==> src/rtl/alu_commit.sv <==
`default_nettype none
// ============================================================================
// Module   : alu_commit
// Purpose  : Execute-side neighbour of the ALU. Owns the architectural
//            register file and the F1/F2 flag pair that source the ALU, and
//            consumes the ALU results (C, addrch, naddr, F3) to write back,
//            update flags and advance the program counter. A two-state
//            issue/commit sequencer (ACCEPT -> COMMIT -> ACCEPT) gives one
//            instruction every two cycles; HALT_OP parks it in HALT until
//            reset.
// Ports    : clock/reset       - system clock, async active-high reset
//            in_valid/in_ready - issue handshake
//            instr/dst/srca/srcb - opcode, destination and read indices
//            rd_a/rd_b/reg8    - register read ports feeding the ALU
//            C/addrch/naddr/F3 - ALU results captured on acceptance
//            F1/F2             - flag registers feeding the ALU
//            pc/halted         - program counter and halt status
// Option   : ALU_COMMIT_RETIRE_CNT_EN adds outputs retired[31:0] (count of
//            committed instructions) and retire_pulse (high in COMMIT).
// Revision : 1.0 - initial release
// ============================================================================
module alu_commit #(
  parameter int          NREGS    = 16,
  parameter logic [31:0] RESET_PC = 32'h0000_0000,
  parameter logic [5:0]  HALT_OP  = 6'd63
) (
  input  logic                     clock,
  input  logic                     reset,
  input  logic                     in_valid,
  output logic                     in_ready,
  input  logic [5:0]               instr,
  input  logic [$clog2(NREGS)-1:0] dst,
  input  logic [$clog2(NREGS)-1:0] srca,
  input  logic [$clog2(NREGS)-1:0] srcb,
  output logic [31:0]              rd_a,
  output logic [31:0]              rd_b,
  output logic [31:0]              reg8,
  input  logic [31:0]              C,
  input  logic                     addrch,
  input  logic [31:0]              naddr,
  input  logic                     F3,
  output logic                     F1,
  output logic                     F2,
  output logic [31:0]              pc,
`ifdef ALU_COMMIT_RETIRE_CNT_EN
  output logic [31:0]              retired,
  output logic                     retire_pulse,
`endif
  output logic                     halted
);

  localparam int                 AW       = $clog2(NREGS);
  localparam logic [AW-1:0]      REG8_IDX = AW'(8);

  localparam logic [1:0] ST_ACCEPT = 2'd0;
  localparam logic [1:0] ST_COMMIT = 2'd1;
  localparam logic [1:0] ST_HALT   = 2'd2;

  logic [1:0]    state_q, state_d;

  // Payload captured on the accept edge, consumed during COMMIT.
  logic [5:0]    instr_q,  instr_d;
  logic [AW-1:0] dst_q,    dst_d;
  logic [31:0]   c_q,      c_d;
  logic          addrch_q, addrch_d;
  logic [31:0]   naddr_q,  naddr_d;
  logic          f3_q,     f3_d;

  // Architectural state.
  logic [31:0]   regs_q [NREGS];
  logic [31:0]   regs_d [NREGS];
  logic          f1_q, f1_d;
  logic          f2_q, f2_d;
  logic [31:0]   pc_q, pc_d;

  logic          accept;
  logic          commit;

  // --------------------------------------------------------------------------
  // Sequencer: state register
  // --------------------------------------------------------------------------
  always_ff @(posedge clock or posedge reset) begin
    if (reset) begin
      state_q <= ST_ACCEPT;
    end else begin
      state_q <= state_d;
    end
  end

  // --------------------------------------------------------------------------
  // Sequencer: next-state logic
  // --------------------------------------------------------------------------
  always_comb begin
    state_d = state_q;
    case (state_q)
      ST_ACCEPT: begin
        if (in_valid) begin
          state_d = (instr == HALT_OP) ? ST_HALT : ST_COMMIT;
        end
      end
      ST_COMMIT: state_d = ST_ACCEPT;
      ST_HALT:   state_d = ST_HALT;
      default:   state_d = ST_ACCEPT;
    endcase
  end

  // --------------------------------------------------------------------------
  // Sequencer: outputs
  // --------------------------------------------------------------------------
  always_comb begin
    in_ready = 1'b0;
    halted   = 1'b0;
    commit   = 1'b0;
    case (state_q)
      ST_ACCEPT: in_ready = 1'b1;
      ST_COMMIT: commit   = 1'b1;
      ST_HALT:   halted   = 1'b1;
      default:   in_ready = 1'b0;
    endcase
  end

  assign accept = in_ready & in_valid;

  // --------------------------------------------------------------------------
  // Datapath next-state
  // --------------------------------------------------------------------------
  always_comb begin
    instr_d  = instr_q;
    dst_d    = dst_q;
    c_d      = c_q;
    addrch_d = addrch_q;
    naddr_d  = naddr_q;
    f3_d     = f3_q;
    regs_d   = regs_q;
    f1_d     = f1_q;
    f2_d     = f2_q;
    pc_d     = pc_q;

    // The ALU is combinational from rd_a/rd_b/F1/F2, so its outputs belong
    // to the instruction presented in the same cycle.
    if (accept) begin
      instr_d  = instr;
      dst_d    = dst;
      c_d      = C;
      addrch_d = addrch;
      naddr_d  = naddr;
      f3_d     = F3;
    end

    if (commit) begin
      // Register 0 stays zero: its write is simply dropped.
      if ((instr_q < 6'd8) && (dst_q != '0)) begin
        regs_d[dst_q] = c_q;
      end
      // Compare-class opcodes shift the flag pair.
      if ((instr_q >= 6'd8) && (instr_q <= 6'd13)) begin
        f2_d = f1_q;
        f1_d = f3_q;
      end
      pc_d = addrch_q ? naddr_q : (pc_q + 32'd1);
    end
  end

  always_ff @(posedge clock or posedge reset) begin
    if (reset) begin
      instr_q  <= '0;
      dst_q    <= '0;
      c_q      <= '0;
      addrch_q <= 1'b0;
      naddr_q  <= '0;
      f3_q     <= 1'b0;
      for (int i = 0; i < NREGS; i++) begin
        regs_q[i] <= '0;
      end
      f1_q     <= 1'b0;
      f2_q     <= 1'b0;
      pc_q     <= RESET_PC;
    end else begin
      instr_q  <= instr_d;
      dst_q    <= dst_d;
      c_q      <= c_d;
      addrch_q <= addrch_d;
      naddr_q  <= naddr_d;
      f3_q     <= f3_d;
      regs_q   <= regs_d;
      f1_q     <= f1_d;
      f2_q     <= f2_d;
      pc_q     <= pc_d;
    end
  end

  // --------------------------------------------------------------------------
  // Read ports: straight from the array, no bypass (reads and writes never
  // overlap because nothing is accepted during COMMIT).
  // --------------------------------------------------------------------------
  assign rd_a = (srca == '0) ? 32'd0 : regs_q[srca];
  assign rd_b = (srcb == '0) ? 32'd0 : regs_q[srcb];
  assign reg8 = regs_q[REG8_IDX];
  assign F1   = f1_q;
  assign F2   = f2_q;
  assign pc   = pc_q;

`ifdef ALU_COMMIT_RETIRE_CNT_EN
  logic [31:0] retired_q, retired_d;

  always_comb begin
    retired_d = retired_q + {31'd0, commit};
  end

  always_ff @(posedge clock or posedge reset) begin
    if (reset) begin
      retired_q <= '0;
    end else begin
      retired_q <= retired_d;
    end
  end

  assign retired      = retired_q;
  assign retire_pulse = commit;
`endif

endmodule
`default_nettype wire

==> config.mk <==
export PLATFORM = sky130hd
export DESIGN_NAME = alu_commit
export DESIGN_NICKNAME = d
export VERILOG_FILES = /design/src/rtl/alu_commit.sv
export SDC_FILE = /design/constraint.sdc
export NUM_CORES = 1
export LEC_CHECK = 0
export BUFFER_PORTS_ARGS = -buffer_cell sky130_fd_sc_hd__buf_2
export CORE_MARGIN = 2
export CORE_UTILIZATION = 60
export CTS_BUF_LIST = sky130_fd_sc_hd__clkbuf_2 sky130_fd_sc_hd__clkbuf_4 sky130_fd_sc_hd__clkbuf_8
export DETAILED_ROUTE_END_ITERATION = 12
export PLACE_DENSITY_LB_ADDON = 0.05
export SETUP_SLACK_MARGIN = 0.15
export SKIP_CTS_REPAIR_TIMING = 1
export SLEW_MARGIN = 40
export SYNTH_ARGS = -nofsm -noshare
export SYNTH_HDL_FRONTEND = slang
export SYNTH_SLANG_ARGS = --single-unit
export TNS_END_PERCENT = 5
==> constraint.sdc <==
create_clock -name clock -period 41.5 [get_ports clock]
set_input_delay 4.15 -clock clock [delete_from_list [all_inputs] [get_ports clock]]
set_output_delay 4.15 -clock clock [all_outputs]
set_load 0.01 [all_outputs]
* After elaboration in Yosys (flattened, before gate mapping)
Index checks and enable logic that the tools add are counted.
Widths: inputs -> output; s select.
** Word-level totals
- Logic and storage cells :: 69
- Input bits :: 87
- Output and inout bits :: 132
- Flip-flop bits (word level) :: 624
** Cells by class
- Equal/unequal tests :: 4
- Add/subtract/negate cells :: 1
- Muxes and demuxes :: 18
- Bitwise gates (word level) :: 4
- Reduce and logical (&&, ||, !) cells :: 9
- Magnitude comparators :: 7
** Operators with widths (count)
- $bwmux 512 :: 1
- $bmux 32 s4 :: 2
- $mux 32 :: 8
- $demux 32 s4 :: 1
- $add 32x1->32 const B :: 1
- $ge 5x5->1 const B :: 3
- $not 4->5 :: 3
- $logic_not 4->1 :: 2
- $eq 6x6->1 const B :: 1
- $ge 6x4->1 const B :: 1
- $le 6x4->1 const B :: 1
- $lt 6x4->1 const B :: 1
- $lt 5x1->1 const B :: 1
- $mux 2 :: 2
- $pmux 2 s2 :: 1
- $reduce_and 2->1 :: 2
- $reduce_bool 4->1 :: 1
- $logic_and 1x1->1 :: 3
- $mux 1 :: 3
- $eq 2x1->1 const B :: 1
- $eq 2x2->1 const B :: 1
- $logic_not 2->1 :: 1
- $ne 2x2->1 const B :: 1
- $and 1x1->1 :: 1

* Longest topological paths before layout
Gate-level depths: netlist (run 1).
- Depth in word-level cells :: 6
- Mapped depth :: 7
- Depth with buffers taken out :: 6

* Worst setup path after synthesis (run 1)
No wires, ideal clock.
- Path kind :: input port to output port
- Start :: input srca[0]
- End :: output rd_a[10]
- Path buffers :: 2
- Arrival :: 5865 ps
- Path slack :: 31485 ps
- Data required time :: 37350 ps
- Stages :: 6
- Cells stage by stage :: buf_2 > buf_1 > mux4_2 > mux2_2 > nand2_1 > o21ai_0
** Between the ends
- Cells in the longest elaborated chain, start to end :: 5
- Elaborated cells between the ends (all ways) :: 6
- Those cells by class :: mux (4); bitwise (1); reduce/logical (1)
** RTL lines
- start, declared :: RTL line 33 : input logic [$clog2(NREGS)-1:0] srca,
- $not 4->5 (implied by the code) :: RTL line 196 : assign rd_a = (srca == '0) ? 32'd0 : regs_q[srca];
- $bmux 32 s4 :: RTL line 196
- $mux 32 (implied by the code) (2 in series) :: RTL line 196
- $mux 32 * :: RTL line 196
- end, declared :: RTL line 35 : output logic [31:0] rd_a,
Mark *: on every way between the ends. The rest lies on a longest branch, timed or not. The select of a mux whose other input is x is not followed.

* Worst setup path after layout (run 1)
- Start :: input srca[2]
- End :: output rd_a[3]
Same word-level chain as after synthesis.

==> reports/qor.csv, run 1 <==
metric;value;unit
outcome;complete, no violations;
yosys_most_used_dff;sky130_fd_sc_hd__dfrtp_1;
cts_tree;yes;
ir_worst_vdd;27.2;µV
route.detailed.drc;0;
maxCapViolCount;0;
area.growth.synth_to_final;11.2;%
route.antenna.remaining_nets;0;
path_class;input pin to output port;
yosys_warnings;0;
layout_worst_path_cycle_share;26.8;%
layoutNonFillerInstCount;3080;
pwr_density_cell;48.9;mW/mm²
postSynthAreaPerCell;14.6;µm²
post_route_cells_drive_above_1_share;55.3;%
crit_path_max_fanout;43;
cts-root-buf;sky130_fd_sc_hd__clkbuf_8;
timing.final.crit_period;11110;ps
grt.met2_usage;46.9;%
post-route-util;67.9;%
synth.yosys.seq_area_share;48.4;%
final_nets;2395;
placementRows;84;
drt_pass1_iterations;5;
dpl.cell_count;2887;
sequential_cell_area;0.0156;mm²
place_ws;30340;ps
routed-via-count;20100;
critPathArrivalTime;6960;ps
number_of_buffers_added_by_the_clock_tree_synthesis_step;105;
met3_usage;6.68;%
worst_skew_pair.late_latency;700;ps
tightest_slew;802;ps
clkSinkCount;623;
die-area;0.0555;mm²
io_buffer_count;218;
first_iter_violations;1372;
via_count_of_the_first_global_routing_pass;21200;
clk_path_buf_depth;3;
wirelength;80.3;mm
synth.most_common_cell;sky130_fd_sc_hd__dfrtp_1;
synth.distinct_cells;52;
fin_tns_setup;0;ps
place_area;0.0334;mm²
report.final.hold_viol_count;0;
gp_routability_congestion;0.813;
timing.hold.ws;392;ps
timing.hold.worst.class;register to register;
worst_setup_hold_path_clk_slew;50;ps
synth_top_cells_by_count;sky130_fd_sc_hd__dfrtp_1, sky130_fd_sc_hd__mux2_2, sky130_fd_sc_hd__mux4_2;
grt_start_max_net_pins;122;
slew_headroom;46.5;%
detailedPlacementHpwl;46.7;mm
globalRouteOverflowTotal;0;
finClkSkew;25.0;ps
count_of_fill_cells_added_during_filler_insertion;3761;
final.setup.worst_slack;30390;ps
die_height;236;µm
max_freq;90.0;MHz
critPathCaptureType;output port;
track_usage;29.8;%
setup_slack_of_the_most_critical_reg_to_reg_path;38080;ps
r2r.worst_path.cells;7;
final_setup_violations;0;
final_design_area_no_fill;0.0358;mm²
synthCells;2198;
detail_route.vias_per_cell;6.53;
synthDominantAreaCellType;sky130_fd_sc_hd__dfrtp_1;
antenna_violations_before_repair;6;
leakage;16.8;nW
grt_first_pass_wirelength;126;mm
critical_path_required;37350;ps
final-max-slew-violation-count;0;
async_flop_share;100;%
fin_total_pwr;1.75;mW
synth-edff-count;0;
die_width;236;µm
starting_utilization_of_the_core_area;61.0;%
startpoint_type;input pin;
post_drt_wl_per_cell;26.1;µm
grt.met1_usage;41.2;%
synth_nets;2286;
synthesis.area;0.0322;mm²
multiInputGateArea;0.0154;mm²
timing.hold.worst_path_depth;0;
grt_setup_unrepaired;no;
synthDominantCellAreaShare;48.4;%
synth_top_cells_by_area;sky130_fd_sc_hd__dfrtp_1, sky130_fd_sc_hd__mux2_2, sky130_fd_sc_hd__mux4_2;
placeableCoreArea;0.0528;mm²
htree_levels;3;
number_of_top_level_design_ports;219;
busiest_layer;met2;
register_bit_total_from_synthesis;623;
[area by class of cell]
cell class,instances,share of cell area [%]
Antenna cell,6,0.0419
Clock buffer,160,5.71
Clock inverter,26,0.804
Inverter,7,0.108
Multi-Input combinational cell,1312,43.1
Sequential cell,623,43.5
Tap cell,688,2.40
Timing Repair Buffer,258,4.26
[layout by cell type (no fill, tap or decap), types with 6 or more instances in the layout]
cell	netlist	final
sky130_fd_sc_hd__buf_2	55	212
sky130_fd_sc_hd__nor2_1	18	17
sky130_fd_sc_hd__buf_6	6	6
sky130_fd_sc_hd__a21oi_1	28	28
sky130_fd_sc_hd__mux2_2	591	591
sky130_fd_sc_hd__nand4_1	11	11
sky130_fd_sc_hd__o22ai_1	6	6
sky130_fd_sc_hd__mux2i_1	68	68
sky130_fd_sc_hd__dfrtp_1	623	623
sky130_fd_sc_hd__bufinv_16	0	6
sky130_fd_sc_hd__or3_1	10	10
sky130_fd_sc_hd__o21ai_0	94	94
sky130_fd_sc_hd__buf_4	32	33
sky130_fd_sc_hd__nand3_1	21	20
sky130_fd_sc_hd__diode_2	0	6
sky130_fd_sc_hd__clkbuf_8	0	136
sky130_fd_sc_hd__nand2_2	6	8
sky130_fd_sc_hd__mux2_1	29	29
sky130_fd_sc_hd__clkbuf_4	0	25
sky130_fd_sc_hd__nor3_1	20	19
sky130_fd_sc_hd__nor2b_1	7	6
sky130_fd_sc_hd__mux4_2	256	256
sky130_fd_sc_hd__nand2_1	88	86
sky130_fd_sc_hd__clkinv_2	0	17
[state kept, by name, summed over array words and instances (netlist names)]
name      cells
instr_q       5
dst_q         4
naddr_q      32
F2            1
F1            1
c_q          32
pc           32
regs_q      480
addrch_q      1
f3_q          1
state_q       2
reg8         32
[per-layer routing]
metal  vias to the layer above  routed length, µm
li1                       8530                  -
met5                         -                 14
met2                       671              38700
met4                         2               2820
met1                     10700              34100
met3                       187               4760
[report_power, final]
part	leakage (nW)	internal, mW	switching (mW)
clock network	1.24	0.350	0.251
logic	7.22	0.193	0.138
registers	8.33	0.713	0.106
total	16.8	1.26	0.495
[worst max-delay path, cell delays in order]
cell and delay (ps):
sky130_fd_sc_hd__buf_6 310, sky130_fd_sc_hd__buf_6 540, sky130_fd_sc_hd__buf_4 580, sky130_fd_sc_hd__mux4_2 580, sky130_fd_sc_hd__mux2_2 270, sky130_fd_sc_hd__nand2_1 60
sky130_fd_sc_hd__o21ai_0 210, sky130_fd_sc_hd__buf_2 230
[cells by family (layout without fill, tap and decap cells)]
kind of cell / count (synthesis) / in the layout / share of synthesized area [%]
buffers and inverters: 263 / 451 / 3.79
adders and majority gates: 1 / 1 / 0.0389
and+or+nand+nor: 216 / 216 / 3.47
AOI/OAI and AO/OA: 151 / 151 / 2.58
DFF: 623 / 623 / 48.4
muxes: 944 / 944 / 41.7
other: 0 / 6 / 0
[path summary, 6_finish.rpt]
check                       startpoint          end
max in group asynchronous        reset  regs_q[196]
hold reg to reg            regs_q[496]  regs_q[496]
setup / recovery               srca[2]      rd_a[3]
min in group asynchronous        reset     reg8[24]
setup reg to reg            state_q[1]   regs_q[39]
hold / removal             regs_q[496]  regs_q[496]
(Power assumes the default switching activity.)
==> run 2: changes to the inputs <==
--- a/config.mk
+++ b/config.mk
@@ -5,6 +5,7 @@
 export SDC_FILE = /design/constraint.sdc
 export NUM_CORES = 1
 export LEC_CHECK = 0
+export ABC_AREA = 1
 export BUFFER_PORTS_ARGS = -buffer_cell sky130_fd_sc_hd__buf_2
 export CORE_MARGIN = 2
 export CORE_UTILIZATION = 60
==> constraint.sdc (replaced) <==
create_clock -name clock -period 11.1 [get_ports clock]
set_input_delay 1.11 -clock clock [delete_from_list [all_inputs] [get_ports clock]]
set_output_delay 1.11 -clock clock [all_outputs]
set_load 0.01 [all_outputs]
==> run 2 against run 1 <==
Final cell count is 73% higher. Design area is 4.1% higher. Critical path depth is 2 higher. Utilization is 1.9 points lower. Area after synthesis is 6.7% higher. Register-to-register slack worse by 29000 ps. Non-clock buffer count is 3 higher. Combinational power grew to 4.9 times the previous value. Setup slack worse by 24000 ps. Critical path type unchanged. Highest routed layer unchanged.
==> reports/qor.csv, run 2 <==
metric;value;unit;change
synthDominantAreaCellType;sky130_fd_sc_hd__dfrtp_1;;
clk_path_buf_depth;3;;unchanged
path_class;input pin to output port;;
yosys_most_used_dff;sky130_fd_sc_hd__dfrtp_1;;
globalRouteOverflowTotal;0;;unchanged
synthCells;4544;;+110%
yosys_warnings;0;;unchanged
detail_route.vias_per_cell;5.82;;-11%
synth_top_cells_by_count;sky130_fd_sc_hd__nand2_1, sky130_fd_sc_hd__dfrtp_1, sky130_fd_sc_hd__inv_1;;
antenna_violations_before_repair;2;;-4
worst_setup_hold_path_clk_slew;60;ps;about the same
synth-edff-count;0;;unchanged
critPathCaptureType;output port;;
critical_path_required;9990;ps;-27,360 ps
critical_path.max_stage_delay;560;ps;-20 ps
clkSinkCount;623;;unchanged
track_usage;34.9;%;+5.1 points
cts-root-buf;sky130_fd_sc_hd__clkbuf_8;;
grt_start_max_net_pins;205;;+68%
r2r.worst_path.cells;9;;+2
slew_headroom;42.1;%;-4.4 points
synth.most_common_cell;sky130_fd_sc_hd__nand2_1;;
place_ws;6220;ps;-24,120 ps
routed-via-count;31000;;+54%
synthesis.area;0.0344;mm²;+6.7%
mostFrequentLayoutCell;sky130_fd_sc_hd__nand2_1;;
placementRows;87;;+3.6%
final_setup_violations;0;;unchanged
wirelength;103;mm;+28%
cpMaxStageDelayCell;sky130_fd_sc_hd__buf_4;;
cts_tree;yes;;
die_width;243;µm;+3.3%
outcome;complete, no violations;;
layout_common_cells;sky130_fd_sc_hd__nand2_1, sky130_fd_sc_hd__dfrtp_1, sky130_fd_sc_hd__inv_1;;
ir_worst_vdd;139;µV;+410%
maxCapViolCount;0;;unchanged
finClkSkew;21.6;ps;-3.45 ps
synth_top_cells_by_area;sky130_fd_sc_hd__dfrtp_1, sky130_fd_sc_hd__nand2_1, sky130_fd_sc_hd__o211ai_1;;
synth.yosys.seq_area_share;45.4;%;-3.1 points
register_bit_total_from_synthesis;623;;unchanged
post_drt_wl_per_cell;19.3;µm;-26%
final-max-slew-violation-count;0;;unchanged
synth_nets;4632;;+100%
gp_routability_congestion;0.860;;+5.8%
number_of_buffers_added_by_the_clock_tree_synthesis_step;105;;unchanged
route.detailed.drc;0;;unchanged
postSynthAreaPerCell;7.56;µm²;-48%
htree_levels;3;;unchanged
area.growth.synth_to_final;8.43;%;
route.antenna.remaining_nets;0;;unchanged
startpoint_type;input pin;;
top_register;regs_q;;
first_iter_violations;3042;;+120%
io_buffer_count;218;;unchanged
grt_first_pass_wirelength;164;mm;+30%
final_nets;4576;;+91%
post_route_cells_drive_above_1_share;12.2;%;-43 points
leakage;18.1;nW;+7.6%
fin_tns_setup;0;ps;unchanged
starting_utilization_of_the_core_area;60.8;%;-0.19 points
critPathArrivalTime;3870;ps;-3090 ps
die-area;0.0592;mm²;+6.6%
max_freq;201;MHz;
via_count_of_the_first_global_routing_pass;29100;;+37%
r2r_end;regs_q[468];;
number_of_top_level_design_ports;219;;unchanged
timing.rr.start;dst_q[2];;
tightest_slew;868;ps;+66.1 ps
worstPathCellList;buf_2 -> buf_4 -> clkinv_1 -> nor2_4 -> buf_4 -> nand2_1 -> nand2_1 -> inv_1 -> a21oi_1 -> buf_2;;
critPathLaunch;srca[2];;
die_height;243;µm;+3.3%
pwr_density_cell;186;mW/mm²;+280%
crit_path_max_fanout;35;;-19%
report.final.hold_viol_count;0;;unchanged
timing.final.crit_period;4980;ps;
grt_setup_unrepaired;no;;
drt_pass1_iterations;5;;unchanged
cp-endpoint;rd_a[21];;
synthDominantCellAreaShare;45.4;%;-3.1 points
worst_skew_pair.late_latency;710;ps;about the same
final.setup.worst_slack;6120;ps;-24,260 ps
timing.hold.worst.class;input pin to asynchronous set/reset pin;;
setup_slack_of_the_most_critical_reg_to_reg_path;8800;ps;-29,280 ps
layout_worst_path_cycle_share;44.8;%;
largest_reg_flops;480;;unchanged
synth.distinct_cells;31;;-40%
async_flop_share;100;%;unchanged
placeableCoreArea;0.0565;mm²;+7.1%
detailedPlacementHpwl;59.6;mm;+28%
==> run 2: changes by cell type after synthesis, sizes merged, moves of 19 or more <==
cell / change
o211ai: +383
nor3: -19
inv: +426
nand3: +201
mux4: -256
nor2: +108
mux2i: -68
buf: +83
nand2: +1272
o21ai: +546
mux2: -601
a21oi: +262
clkbuf: +85
==> run 2: cell families after synthesis <==
kind of cell,count (synthesis),synth area share [%]
mux,19,0.622
simple gates,1725,20.3
buf+inv,857,11.1
compound gates,1316,22.5
xor+xnor,3,0.0765
fa+ha+maj,1,0.0364
flops,623,45.4
==> run 2: cell type report <==
class,count,area (µm²)
Timing Repair Buffer,261,1660
Sequential cell,623,15600
Tap cell,756,946
Antenna cell,1,2.50
Clock inverter,16,158
Multi-Input combinational cell,3064,15100
Inverter,433,1630
Clock buffer,173,2130
Fill cell,4981,19200
==> run 2: stage by stage <==
step	power [mW]	hold WS [ps]	std cells	instance area (µm²)	util [%]
after global routing	7.37	366	5327	37300	66.0
after global placement	4.66	387	5129	34600	61.2
final	6.94	360	5327	37300	66.0
after detailed placement	4.72	390	5135	34900	61.7
after CTS	6.95	329	5324	37100	65.7
after floorplan	4.28	451	4544	34400	-
==> run 2: worst min path at each step <==
stage | from | cells after the start | endpoint | slack (ps)
2_1_floorplan | regs_q[480] | 1 | regs_q[480] | 450
3_3_place_gp | regs_q[490] | 0 | regs_q[490] | 390
3_5_place_dp | regs_q[495] | 0 | regs_q[495] | 390
4_1_cts | reset | 2 | regs_q[212] | 330
5_1_grt | reset | 2 | regs_q[146] | 370
6_report | reset | 2 | regs_q[146] | 360
==> run 2: worst max-delay path: cells and delay by family <==
family	cells	cell delay [ps]
AOI/OAI and AO/OA	1	530
and+or+nand+nor	3	480
buffers and inverters	6	1700
==> run 2: layer usage <==
| metal | global-route usage (%) | wire [µm] | share of wire (%) |
|---|---|---|---|
| met1 | 47.3 | 43800 | 43 |
| met2 | 56.5 | 47800 | 47 |
| met3 | 5.63 | 7220 | 7.0 |
| met4 | 13.6 | 3750 | 3.7 |
| met5 | 0 | 13 | 0.013 |
==> run 2: power by group <==
group | total (mW) | switching, mW | internal [mW] | leakage [nW]
combinational | 1.62 | 1.04 | 0.578 | 8.62
clock | 2.23 | 0.954 | 1.27 | 1.23
sequential | 3.09 | 0.333 | 2.76 | 8.22
